$ cat src/rtl/video_meter_pkg.sv
// Shared types and constants for the video stream meter.
package video_meter_pkg;

    typedef enum logic {
        WAIT_VS,
        MEASURE
    } meter_state_t;

    localparam int ERR_WIDTH = 0;
    localparam int ERR_SAT   = 1;
    localparam int ERR_VS    = 2;
    localparam int ERR_BITS  = 3;

endpackage

$ cat src/rtl/video_meter_satcnt.sv
// Saturating up-counter with priority load; o_sat is high while the count sits at its maximum.
module video_meter_satcnt #(
    parameter int W = 16
) (
    input  logic         clk,
    input  logic         rst,
    input  logic         i_load,
    input  logic [W-1:0] i_load_val,
    input  logic         i_inc,
    output logic [W-1:0] o_cnt,
    output logic         o_sat
);

    logic [W-1:0] r_cnt;

    // NOTE: reset is sampled on the clock edge, so it lives inside the clocked block.
    always_ff @(posedge clk) begin
        if (rst) begin
            r_cnt <= '0;
        end else if (i_load) begin
            r_cnt <= i_load_val;
        end else if (i_inc && !o_sat) begin
            r_cnt <= r_cnt + W'(1);
        end
    end

    assign o_cnt = r_cnt;
    assign o_sat = &r_cnt;

endmodule

$ cat src/rtl/video_stream_meter.sv
// Passive pixel-stream monitor: per-frame geometry, line period, pixel sum, anomaly flags and lock.
module video_stream_meter
    import video_meter_pkg::*;
#(
    parameter int PIXEL_WIDTH   = 12,
    parameter int CNT_WIDTH     = 16,
    parameter int STABLE_FRAMES = 2
) (
    input  logic                   clk,
    input  logic                   rst,
    input  logic [PIXEL_WIDTH-1:0] di_i,
    input  logic                   de_i,
    input  logic                   hs_i,
    input  logic                   vs_i,
    output logic [CNT_WIDTH-1:0]   width_o,
    output logic [CNT_WIDTH-1:0]   height_o,
    output logic [CNT_WIDTH-1:0]   line_clk_o,
    output logic [31:0]            sum_o,
    output logic [15:0]            frame_cnt_o,
    output logic [ERR_BITS-1:0]    err_o,
    output logic                   update_o,
    output logic                   locked_o
);

    localparam int SW = $clog2(STABLE_FRAMES + 1);

    meter_state_t r_state, w_state_next;

    logic                 w_ls, w_fs, w_vs_err, w_measure, w_restart, w_first_line;
    logic                 w_pix_sat, w_line_sat, w_clk_sat, w_same_geom;
    logic [CNT_WIDTH-1:0] w_pix_cnt, w_line_cnt, w_clk_cnt;
    logic [CNT_WIDTH-1:0] w_close_width, w_close_period;
    logic [ERR_BITS-1:0]  w_err_next;

    logic [CNT_WIDTH-1:0] r_width, r_period;
    logic [31:0]          r_sum;
    logic [ERR_BITS-1:0]  r_err;
    logic [CNT_WIDTH-1:0] r_prev_w, r_prev_h, r_prev_p;
    logic [SW-1:0]        r_stab;
    logic [CNT_WIDTH-1:0] r_out_width, r_out_height, r_out_period;
    logic [31:0]          r_out_sum;
    logic [15:0]          r_out_fc;
    logic [ERR_BITS-1:0]  r_out_err;
    logic                 r_update;

    assign w_ls      = de_i & hs_i;
    assign w_fs      = w_ls & vs_i;
    assign w_vs_err  = de_i & vs_i & ~hs_i;
    assign w_measure = (r_state == MEASURE);
    // Pixel and clock counters restart on every line start once measuring, but only on a frame start before that.
    assign w_restart = w_measure ? w_ls : w_fs;

    video_meter_satcnt #(.W(CNT_WIDTH)) u_pix_cnt (
        .clk(clk), .rst(rst), .i_load(w_restart), .i_load_val(CNT_WIDTH'(1)),
        .i_inc(w_measure & de_i), .o_cnt(w_pix_cnt), .o_sat(w_pix_sat)
    );

    video_meter_satcnt #(.W(CNT_WIDTH)) u_line_cnt (
        .clk(clk), .rst(rst), .i_load(w_fs), .i_load_val(CNT_WIDTH'(1)),
        .i_inc(w_measure & w_ls), .o_cnt(w_line_cnt), .o_sat(w_line_sat)
    );

    video_meter_satcnt #(.W(CNT_WIDTH)) u_clk_cnt (
        .clk(clk), .rst(rst), .i_load(w_restart), .i_load_val(CNT_WIDTH'(1)),
        .i_inc(w_measure), .o_cnt(w_clk_cnt), .o_sat(w_clk_sat)
    );

    assign w_first_line   = (w_line_cnt == CNT_WIDTH'(1));
    assign w_close_width  = w_first_line ? w_pix_cnt : r_width;
    assign w_close_period = !w_first_line ? r_period : (w_fs ? '0 : w_clk_cnt);

    // NOTE: every variable gets a default before any condition, so no latch can be inferred.
    always_comb begin
        w_err_next = r_err;
        if (w_measure) begin
            if (w_vs_err) w_err_next[ERR_VS] = 1'b1;
            if (w_pix_sat || w_line_sat || w_clk_sat) w_err_next[ERR_SAT] = 1'b1;
            if (w_ls && !w_first_line && (w_pix_cnt != r_width)) w_err_next[ERR_WIDTH] = 1'b1;
        end
    end

    assign w_same_geom = (w_close_width == r_prev_w) && (w_line_cnt == r_prev_h) &&
                         (w_close_period == r_prev_p) && (w_err_next == '0);

    always_ff @(posedge clk) begin
        if (rst) r_state <= WAIT_VS;
        else     r_state <= w_state_next;
    end

    always_comb begin
        w_state_next = r_state;
        if (!w_measure && w_fs) w_state_next = MEASURE;
    end

    // NOTE: state updates use non-blocking assignments so every register sees pre-edge values.
    always_ff @(posedge clk) begin
        if (rst) begin
            r_width      <= '0;
            r_period     <= '0;
            r_sum        <= '0;
            r_err        <= '0;
            r_prev_w     <= '0;
            r_prev_h     <= '0;
            r_prev_p     <= '0;
            r_stab       <= '0;
            r_out_width  <= '0;
            r_out_height <= '0;
            r_out_period <= '0;
            r_out_sum    <= '0;
            r_out_fc     <= '0;
            r_out_err    <= '0;
            r_update     <= 1'b0;
        end else begin
            r_update <= 1'b0;
            if (!w_measure) begin
                if (w_fs) begin
                    r_width  <= '0;
                    r_period <= '0;
                    r_sum    <= 32'(di_i);
                    r_err    <= '0;
                end
            end else if (w_fs) begin
                r_out_width  <= w_close_width;
                r_out_height <= w_line_cnt;
                r_out_period <= w_close_period;
                r_out_sum    <= r_sum;
                r_out_err    <= w_err_next;
                r_out_fc     <= r_out_fc + 16'd1;
                r_update     <= 1'b1;
                r_prev_w     <= w_close_width;
                r_prev_h     <= w_line_cnt;
                r_prev_p     <= w_close_period;
                if (!w_same_geom)                         r_stab <= '0;
                else if (r_stab != SW'(STABLE_FRAMES))    r_stab <= r_stab + SW'(1);
                r_width      <= '0;
                r_period     <= '0;
                r_sum        <= 32'(di_i);
                r_err        <= '0;
            end else begin
                if (w_ls && w_first_line) begin
                    r_width  <= w_pix_cnt;
                    r_period <= w_clk_cnt;
                end
                if (de_i) r_sum <= r_sum + 32'(di_i);
                r_err <= w_err_next;
            end
        end
    end

    assign width_o     = r_out_width;
    assign height_o    = r_out_height;
    assign line_clk_o  = r_out_period;
    assign sum_o       = r_out_sum;
    assign frame_cnt_o = r_out_fc;
    assign err_o       = r_out_err;
    assign update_o    = r_update;
    assign locked_o    = (r_stab == SW'(STABLE_FRAMES));

endmodule

$ cat config.mk
export PLATFORM = sky130hd
export DESIGN_NAME = video_stream_meter
export DESIGN_NICKNAME = d
export VERILOG_FILES = /design/src/rtl/video_meter_pkg.sv /design/src/rtl/video_meter_satcnt.sv /design/src/rtl/video_stream_meter.sv
export SDC_FILE = /design/constraint.sdc
export NUM_CORES = 1
export LEC_CHECK = 0
export BUFFER_PORTS_ARGS = -buffer_cell sky130_fd_sc_hd__clkbuf_2
export CORE_MARGIN = 3
export CORE_UTILIZATION = 59
export DETAILED_ROUTE_END_ITERATION = 12
export PLACE_DENSITY = 0.8
export SYNTH_ARGS = -nofsm -noshare
export SYNTH_HDL_FRONTEND = slang
export SYNTH_HIERARCHICAL = 1
export SYNTH_SLANG_ARGS = --single-unit
$ cat constraint.sdc
create_clock -name clk -period 3.7 [get_ports clk]
set_input_delay 0.37 -clock clk [delete_from_list [all_inputs] [get_ports clk]]
set_output_delay 0.37 -clock clk [all_outputs]
set_load 0.05 [all_outputs]
==> run metrics, run 1 <==
CTS tree=yes; final WL=31.97 mm; worst path required time=4160 ps; # hold bufs at CTS=0; Area contributors post-synth=dfxtp_1, nand2_1, nor2_1; worst r2r path cells=12; WP data arrival=between 3000 and 4000 ps; WL per Instance=about 18 um; Synth Cell Area=around 0.011 mm^2; post-synthesis mux area share=1.886%; n_diodes=0; Avg Cell Area, Syn=approximately 8.1 um^2; HPWL after DPL=about 22 mm; Root Driver=clkbuf_16; max cap viols=0; clock sink total=218; number of global-route vias before repair=roughly 10000; Hold Path Class=primary input to flip-flop; final instance area=about 0.013 mm^2; reg-to-reg endpoint=r_stab[1]$_SDFFE_PP0P_; Final ANT Viol Nets=0; Total Power=around 5.3 mW; pin count of the biggest net entering global routing=slightly below 100; simple-gate share of the synthesized area=between 20 and 30%; drt drc=0; dpl cell area=0.01255 mm^2; RePlAce Congestion=~0.95; element type at the critical path end=flip-flop; adder-cell share of the synthesized area=under 10%; GRT Overall Usage=between 20% and 30%; worst-path fanout max=5; DRT iter0 DRCs=1091; Starting Density=between 60 and 70%; Net count, final=roughly 1600; power density over the cells=394.2 mW/mm^2; share of cells above drive strength 1=between 10% and 20%; relative slew slack=a little under a third; # IOs=118; maximum vdd drop=between 0.3 and 0.4 mV; Num CTS Buffers=24; XOR/XNOR Fraction of Synth Area=6.331%; status=completed; row cnt=50; drt pass-1 iters=6; final hold vios=0; Clock Latency Late Sink=approximately 520 ps; largest family of logic cells by synthesized area=simple AND/OR/NAND/NOR gates; Core Area=0.01877 mm^2; ys flop type=dfxtp_1; fin. max-slew vios=0; unique cell type count in the Yosys netlist=between 70 and 80; RR Startpoint=u_line_cnt/o_cnt[3]$_SDFFE_PP0P_; Die ar.=0.02093 mm^2; H-tree depth=1; Post-synth EDFFs=0; Synth warnings=6; sequential share of the synthesized area=~38%; Leak=5.109 nW; drt via density=6.154; Synth area leader=dfxtp_1; total global routing overflow=0; Cells after Synth=around 1400; Synth top area share=roughly two fifths; Slew @ Worst Pin=roughly 1000 ps; min Tclk post-route=3527 ps; Hold Path Stages=3; first-pass GRT wire length=51.04 mm; Max Fclk=283.5 MHz; async set-or-reset flop fraction in the synthesized netlist=0%; clock-pin transition on the worst setup and hold timing paths=roughly 60 ps; critical path class=flip-flop to flip-flop; synthesis-to-layout area growth=17.42%; Hold Slack=around 140 ps; vias=11190; post-CTS setup buffer count=0; final worst-path cycle share=a little over nine tenths; Compound-Gate Fraction of Synth Area=21.18%; crit start category=flip-flop; flop-to-flop setup slack=between 150 and 200 ps; Die Ht=144.7 um; Worst Hold End=r_sum[8]$_SDFFE_PP0P_; port bufs=approximately 120; worst hold path startpoint=di_i[8]; Clock Path Buffers=3; initial antenna violation count=1; final setup vio count=0; worst-case clock skew=approximately 19 ps; die span in x=144.7 um; number of synthesized register bits=approximately 220
==> cells in the final DEF (no fill, tap or decap), drive strengths merged, types with 27 or more instances in the layout <==
cell type | synthesis | routed
inv | 52 | 52
xnor2 | 34 | 34
nor2 | 160 | 160
conb | 2 | 48
nand3 | 38 | 38
nand2 | 196 | 196
nor4 | 28 | 28
nor3 | 30 | 30
nand4 | 31 | 31
o21ai | 27 | 27
dfxtp | 218 | 218
a22oi | 34 | 34
buf | 14 | 62
a21oi | 105 | 105
a211oi | 34 | 34
xor2 | 48 | 48
clkbuf | 67 | 151
a311oi | 35 | 35
==> cells by family (layout without fill, tap and decap cells) <==
logic type	Yosys count	count (layout)
flops	218	218
mux	21	21
buf+inv	133	271
simple gates	582	582
other cells	2	48
xor+xnor	82	82
compound gates	345	345
fa+ha+maj	18	18
==> synth_stat cells (all sizes together) (30+ instances only) <==
cell,n
dfxtp,218
nor2,160
xor2,48
a21oi,105
nor3,30
a211oi,34
a22oi,34
clkbuf,67
a311oi,35
xnor2,34
nand3,38
nand4,31
inv,52
nand2,196
==> metrics by stage <==
| step | util, % | TNS (ps) | std cells | setup WS, ps |
|---|---|---|---|---|
| 6_report | 70.97 | 0 | 1819 | 172.8 |
| 5_1_grt | 70.97 | -50.58 | 1819 | -26.03 |
| 4_1_cts | 70.85 | 0 | 1819 | 138.8 |
| 3_3_place_gp | 66.85 | 0 | 1778 | 257.1 |
| 2_1_floorplan | - | 0 | 1447 | 408.0 |
| 3_5_place_dp | 66.85 | 0 | 1778 | 220.4 |
==> power breakdown <==
group | internal, mW | leakage [nW] | switching (mW)
registers | 2.39 | 1.76 | 0.0447
clock network | 1.36 | 0.368 | 0.933
logic | 0.184 | 2.98 | 0.334
total | 3.94 | 5.11 | 1.31
==> worst max-delay path: stages, from the launching register on <==
cell     delay, ps
dfxtp_1        370
and3_1         220
and4_2         280
nand2_1        140
inv_1           50
or3_1          390
a21oi_2        200
nand3_1         90
or4_1          550
nor4_2         310
nand4_1        220
or4_4          550
o21ai_2        120
==> worst max path at each step <==
stage,slack [ps],startpoint,to
after global placement,260,u_line_cnt/o_cnt[3]$_SDFFE_PP0P_,r_stab[0]$_SDFFE_PP0P_
after global routing,-30,u_pix_cnt/o_cnt[2]$_SDFFE_PP0P_,r_stab[1]$_SDFFE_PP0P_
after detailed placement,220,u_line_cnt/o_cnt[3]$_SDFFE_PP0P_,r_stab[1]$_SDFFE_PP0P_
after floorplan,410,u_pix_cnt/o_cnt[0]$_SDFFE_PP0P_,r_stab[0]$_SDFFE_PP0P_
after CTS,140,u_pix_cnt/o_cnt[2]$_SDFFE_PP0P_,r_stab[1]$_SDFFE_PP0P_
final,170,u_line_cnt/o_cnt[3]$_SDFFE_PP0P_,r_stab[1]$_SDFFE_PP0P_
==> flip-flops by register name, summed over array words and instances (netlist names) <==
signal,flops
line_clk_o,16
r_period,16
sum_o,32
u_clk_cnt/o_cnt,16
height_o,16
r_state,1
r_width,16
u_line_cnt/o_cnt,16
update_o,1
r_err,3
u_pix_cnt/o_cnt,16
r_sum,32
err_o,3
frame_cnt_o,16
r_stab,2
width_o,16
==> timing repair <==
action                     in CTS  in global routing
hold endpoints to repair        0                  0
setup endpoints to repair       0                  2
resized for setup               0                  5
==> metal layers <==
layer,share of wire [%],wire length [um],up-vias,track usage (%)
li1,-,-,5395,-
met1,43,13750,5240,41.30
met3,8.3,2640,76,4.206
met4,2.1,668,2,7.069
met2,47,14900,481,48.28
met5,0.031,10,-,0
==> layout make-up <==
| cell class | instances | area, um^2 |
|---|---|---|
| multi-input cells | 1096 | 6630 |
| repair buffers | 178 | 1087 |
| well taps | 234 | 292.8 |
| fillers | 1516 | 5448 |
| clock inverters | 6 | 57.56 |
| inverters | 52 | 195.2 |
| clock buffers | 35 | 693.2 |
| flip-flops and latches | 218 | 4364 |
Note: power is estimated with default switching activity, not from simulation.
==> inputs of run 2 (changes only) <==
Settings changed: CORE_UTILIZATION 59 to 54, PLACE_DENSITY 0.8 to 0.77.
Clock period 3.7 ns to 2.9 ns, I/O delays scaled along.
==> run metrics, run 2 (synthesis gave the netlist of run 1 again) <==
status=finished with violations; failing checks=setup timing; Die Ht=150.9 um (+4.3%); clock sink total=218 (unchanged); Clock Latency Late Sink=520 ps (about the same); fin. max-slew vios=0 (unchanged); crit start category=flip-flop; RSZ-0062 raised after global routing=true; final worst-path cycle share=112.1% (+17 points); worst hold path startpoint=di_i[0]; share of cells above drive strength 1=23.41% (+6.8 points); flop-to-flop setup slack=-350 ps (-520 ps); # IOs=118 (unchanged); Net count, final=1683 (+4.9%); power density over the cells=501.1 mW/mm^2 (+27%); H-tree depth=1 (unchanged); initial antenna violation count=0 (-1); CTS tree=yes; drt pass-1 iters=5 (-1); element type at the critical path end=flip-flop; drt drc=0 (unchanged); Num CTS Buffers=25 (+4.2%); final WL=33.47 mm (+4.7%); Root Driver=clkbuf_16; commonest non-fill, non-tap cell in the layout=dfxtp_1; max cap viols=0 (unchanged); drt via density=5.949 (-3.3%); Leak=5.577 nW (+9.2%); relative slew slack=38.46% (+8.0 points); Hold Path Stages=3 (unchanged); Starting Density=55.53% (-4.9 points); pin count of the biggest net entering global routing=202 (+100%); Max Fclk=307.5 MHz (+8.5%); die span in x=150.9 um (+4.3%); DRT iter0 DRCs=1019 (-6.6%); RePlAce Congestion=0.9301 (-1.7%); WP data arrival=3700 ps (-280 ps); GRT Overall Usage=28.67% (-0.79 points); Hold Path Class=primary input to flip-flop; clock-pin transition on the worst setup and hold timing paths=60 ps (about the same); maximum vdd drop=0.4244 mV (+37%); Final ANT Viol Nets=0 (unchanged); WL per Instance=17.29 um (-1.6%); vias=11520 (+2.9%); n_diodes=0 (unchanged); final hold vios=0 (unchanged); reg-to-reg endpoint=r_stab[1]$_SDFFE_PP0P_; critical path class=flip-flop to flip-flop; worst r2r path cells=11 (-1); post-place setup slack=-412.0 ps (-632.4 ps); worst-case clock skew=14.08 ps (-5.385 ps); Setup TNS=-684.4 ps (-684.4 ps); Worst Hold End=r_sum[0]$_SDFFE_PP0P_; worst path required time=3350 ps (-810 ps); row cnt=52 (+4.0%); synthesis-to-layout area growth=26.47%; RR Startpoint=u_line_cnt/o_cnt[1]$_SDFFE_PP0P_; # hold bufs at CTS=0 (unchanged); final setup vio count=2 (+2); Slew @ Worst Pin=923.1 ps (-120.5 ps); final core occ=70.23% (-0.74 points); Clock Path Buffers=3 (unchanged); HPWL after DPL=22.85 mm (+4.3%); first-pass GRT wire length=54.14 mm (+6.1%); final worst slack=-351.6 ps (-524.4 ps); worst-path fanout max=7 (+2); min Tclk post-route=3252 ps (-275.6 ps); number of global-route vias before repair=10780 (+7.1%); most frequent cells in the layout=dfxtp_1, nand2_1, nor2_1; port bufs=117 (unchanged); Die ar.=0.02278 mm^2 (+8.9%); Core Area=0.02043 mm^2 (+8.9%); total global routing overflow=0 (unchanged)
run 2: per-layer routing:
metal / GRT usage, % / up-vias / wire length [um]
li1: - / 5556 / -
met1: 39.11 / 5460 / 14670
met2: 47.13 / 428 / 15570
met3: 3.980 / 74 / 2266
met4: 9.066 / 0 / 963
met5: 0 / - / 0
run 2: what timing repair did:
item,in CTS,in global routing
hold endpoints to repair,0,0
gates cloned,1,0
gates resized for setup,19,9
pin swaps,3,1
buffers inserted,3,1
endpoints found under the setup margin,2,13
run 2: stage by stage:
step           std cells  power, mW  instance area [um^2]  hold WS, ps
2_1_floorplan       1447      3.621                 11610        431.4
3_3_place_gp        1886      3.863                 13290        442.0
3_5_place_dp        1886      3.881                 13290        445.8
4_1_cts             1935      7.216                 14310        46.46
5_1_grt             1936      7.429                 14350        45.55
6_report            1936      7.190                 14350        55.44
run 2: layout make-up:
class	count	area [um^2]
fillers	1631	6082
clock buffers	31	688.2
multi-input cells	1096	6792
inverters	52	195.2
well taps	270	337.8
repair buffers	255	1764
flip-flops and latches	218	4387
clock inverters	14	183.9
run 2: report_power, final:
part | leakage, nW | internal [mW] | switching [mW]
clock network | 0.426 | 2.04 | 1.29
registers | 1.77 | 3.05 | 0.0505
logic | 3.38 | 0.289 | 0.462
total | 5.58 | 5.39 | 1.80
run 2: how the worst max path moves through the flow:
stage	endpoint	startpoint	slack, ps
after detailed placement	r_stab[0]$_SDFFE_PP0P_	u_line_cnt/o_cnt[12]$_SDFFE_PP0P_	-410
after global routing	r_stab[1]$_SDFFE_PP0P_	u_clk_cnt/o_cnt[2]$_SDFFE_PP0P_	-490
after global placement	r_stab[0]$_SDFFE_PP0P_	u_line_cnt/o_cnt[7]$_SDFFE_PP0P_	-350
after CTS	r_stab[1]$_SDFFE_PP0P_	u_line_cnt/o_cnt[12]$_SDFFE_PP0P_	-310
after floorplan	r_stab[0]$_SDFFE_PP0P_	u_line_cnt/o_cnt[12]$_SDFFE_PP0P_	-130
final	r_stab[1]$_SDFFE_PP0P_	u_line_cnt/o_cnt[1]$_SDFFE_PP0P_	-350
run 2: worst max-delay path: stages (launching register included):
cell and delay [ps]:
dfxtp_2 340, or4b_1 580, nor4_4 350, buf_6 190, buf_12 140, buf_12 120, mux2i_4 230, o22ai_2 100
nor4_2 310, nand4_1 190, or4_4 480, o21ai_2 150
==> inputs of run 3 (changes only) <==
Settings changed: CORE_UTILIZATION 54 to 59, CTS_CLUSTER_SIZE set to 12, PLACE_DENSITY 0.77 to 0.8, TNS_END_PERCENT set to 50.
Clock period 2.9 ns to 3.65 ns, I/O delays scaled along.
==> run metrics, run 3 (synthesis gave the netlist of run 1 again) <==
status=completed; RSZ-0062 raised after global routing=false; RePlAce Congestion=0.9611 (+3.3%); WL per Instance=17.69 um (+2.3%); final worst-path cycle share=95.01% (-17 points); worst-path fanout max=5 (-2); # IOs=118 (unchanged); crit start category=flip-flop; post-CTS setup buffer count=0 (-3); clock sink total=218 (unchanged); element type at the critical path end=flip-flop; critical path class=flip-flop to flip-flop; final core occ=70.96% (+0.73 points); pin count of the biggest net entering global routing=79 (-61%); Hold Path Class=primary input to flip-flop; Reg power frac=46.9% (+3.7 points); max cap viols=0 (unchanged); worst hold path startpoint=di_i[8]; Net count, final=1607 (-4.5%); Setup TNS=0 ps (+684.4 ps); relative slew slack=43.56% (+5.1 points); final setup vio count=0 (-2); drt pass-1 iters=6 (+1); HPWL after DPL=21.96 mm (-3.9%); Layout Cells excl Fill=1820 (-6.0%); total global routing overflow=0 (unchanged); row cnt=50 (-3.8%); dpl cell area=0.01257 mm^2 (-5.4%); Final ANT Viol Nets=0 (unchanged); final instance area=0.01332 mm^2 (-7.2%); min Tclk post-route=3468 ps (+216.3 ps); GRT Overall Usage=29.57% (+0.90 points); Core Area=0.01877 mm^2 (-8.1%); Total Power=5.266 mW (-27%); vias=11320 (-1.7%); Switch Pwr=1.343 mW (-26%); DRT iter0 DRCs=1097 (+7.7%); Num CTS Buffers=23 (-8.0%); drt via density=6.220 (+4.5%); worst-case clock skew=20.29 ps (+6.210 ps); drt drc=0 (unchanged); Clock Path Buffers=3 (unchanged); Clock Latency Late Sink=530 ps (about the same); clock share of power=43.1% (-3.3 points); share of cells above drive strength 1=16.71% (-6.7 points); most frequent cells in the layout=dfxtp_1, nand2_1, nor2_1; power density over the cells=395.4 mW/mm^2 (-21%); final hold vios=0 (unchanged); Critical path origin=u_pix_cnt/o_cnt[2]$_SDFFE_PP0P_; first-pass GRT wire length=51.08 mm (-5.7%); final WL=32.19 mm (-3.8%); worst path required time=4120 ps (+770 ps); clock-pin transition on the worst setup and hold timing paths=60 ps (about the same); initial antenna violation count=0 (unchanged); Die Ht=144.7 um (-4.2%); Leak=5.111 nW (-8.4%); die span in x=144.7 um (-4.2%); Logic pwr share=10.0% (-0.4 points); H-tree depth=1 (unchanged); number of global-route vias before repair=10120 (-6.1%); Filler cells=1536 (-5.8%); Die ar.=0.02093 mm^2 (-8.1%); port bufs=117 (unchanged); CTS tree=yes; Starting Density=60.45% (+4.9 points); Slew @ Worst Pin=846.6 ps (-76.47 ps); commonest non-fill, non-tap cell in the layout=dfxtp_1; fin. max-slew vios=0 (unchanged); synthesis-to-layout area growth=17.39%; RR Startpoint=u_pix_cnt/o_cnt[2]$_SDFFE_PP0P_; Max Fclk=288.4 MHz (-6.2%); n_diodes=0 (unchanged); internal power=3.924 mW (-27%); switching share of power=25.50% (+0.41 points); Root Driver=clkbuf_16; maximum vdd drop=0.3589 mV (-15%); WP data arrival=3940 ps (+240 ps); placed cells=1781 (-5.6%)
run 3: cell count changes in the layout (fill, tap and decap cells not counted), moves of 6 or more:
cell	previous run	this run
buf_12	9	3
dfxtp_2	12	0
buf_4	127	61
dfxtp_1	204	218
clkbuf_1	2	8
clkinv_2	6	0
run 3: layout make-up:
cell class                 instances  area (um^2)  share of cell area (%)
inverter                          52        195.2                   1.466
timing repair buffer             181         1110                   8.333
clock buffer                      38        701.9                   5.271
clock inverter                     1        20.02                  0.1503
sequential                       218         4364                   32.77
multi-input combinational       1096         6634                   49.81
tap                              234        292.8                   2.198
run 3: path summary, 6_finish.rpt:
| path | end | slack, ps | depth (start not counted) |
|---|---|---|---|
| setup / recovery | r_stab[1]$_SDFFE_PP0P_ | 180 | 12 |
| hold / removal | r_sum[8]$_SDFFE_PP0P_ | 100 | 3 |
| setup reg to reg | r_stab[1]$_SDFFE_PP0P_ | 180 | 12 |
| hold reg to reg | sum_o[31]$_SDFFE_PP0P_ | 450 | 2 |
run 3: critical path, stage by stage (launching register included):
cell	delay [ps]
dfxtp_1	300
and3_1	230
and4_2	290
nand2_1	130
inv_1	90
or3_1	360
a21oi_2	200
nand3_1	110
or4_1	530
nor4_2	320
nand4_1	200
or4_4	550
o21ai_2	120
run 3: stage by stage:
stage                     setup slack (ps)  hold slack, ps
after global routing                 22.20           99.38
after floorplan                      358.0           431.4
after CTS                            64.34           89.97
after global placement               232.7           438.3
final                                182.1           104.3
after detailed placement             88.89           445.6
run 3: per-layer routing:
layer	vias to the layer above	wire length, um	GRT usage (%)
li1	5403	-	-
met3	65	2699	4.042
met2	498	14890	48.28
met5	-	0	0
met4	0	690	7.757
met1	5354	13910	41.45
run 3: power groups by stage:
stage               combinational [mW]  clock (mW)  sequential [mW]
floorplan                        0.312           0             2.56
global route                     0.574        2.38             2.47
detailed placement               0.512           0             2.52
CTS                              0.515        2.29             2.47
global placement                 0.501           0             2.52
finish                           0.525        2.27             2.47
run 3: timing repair:
item	4_1_cts	5_1_grt
setup endpoints to repair	0	2
hold buffers	0	0
gates resized for setup	0	6
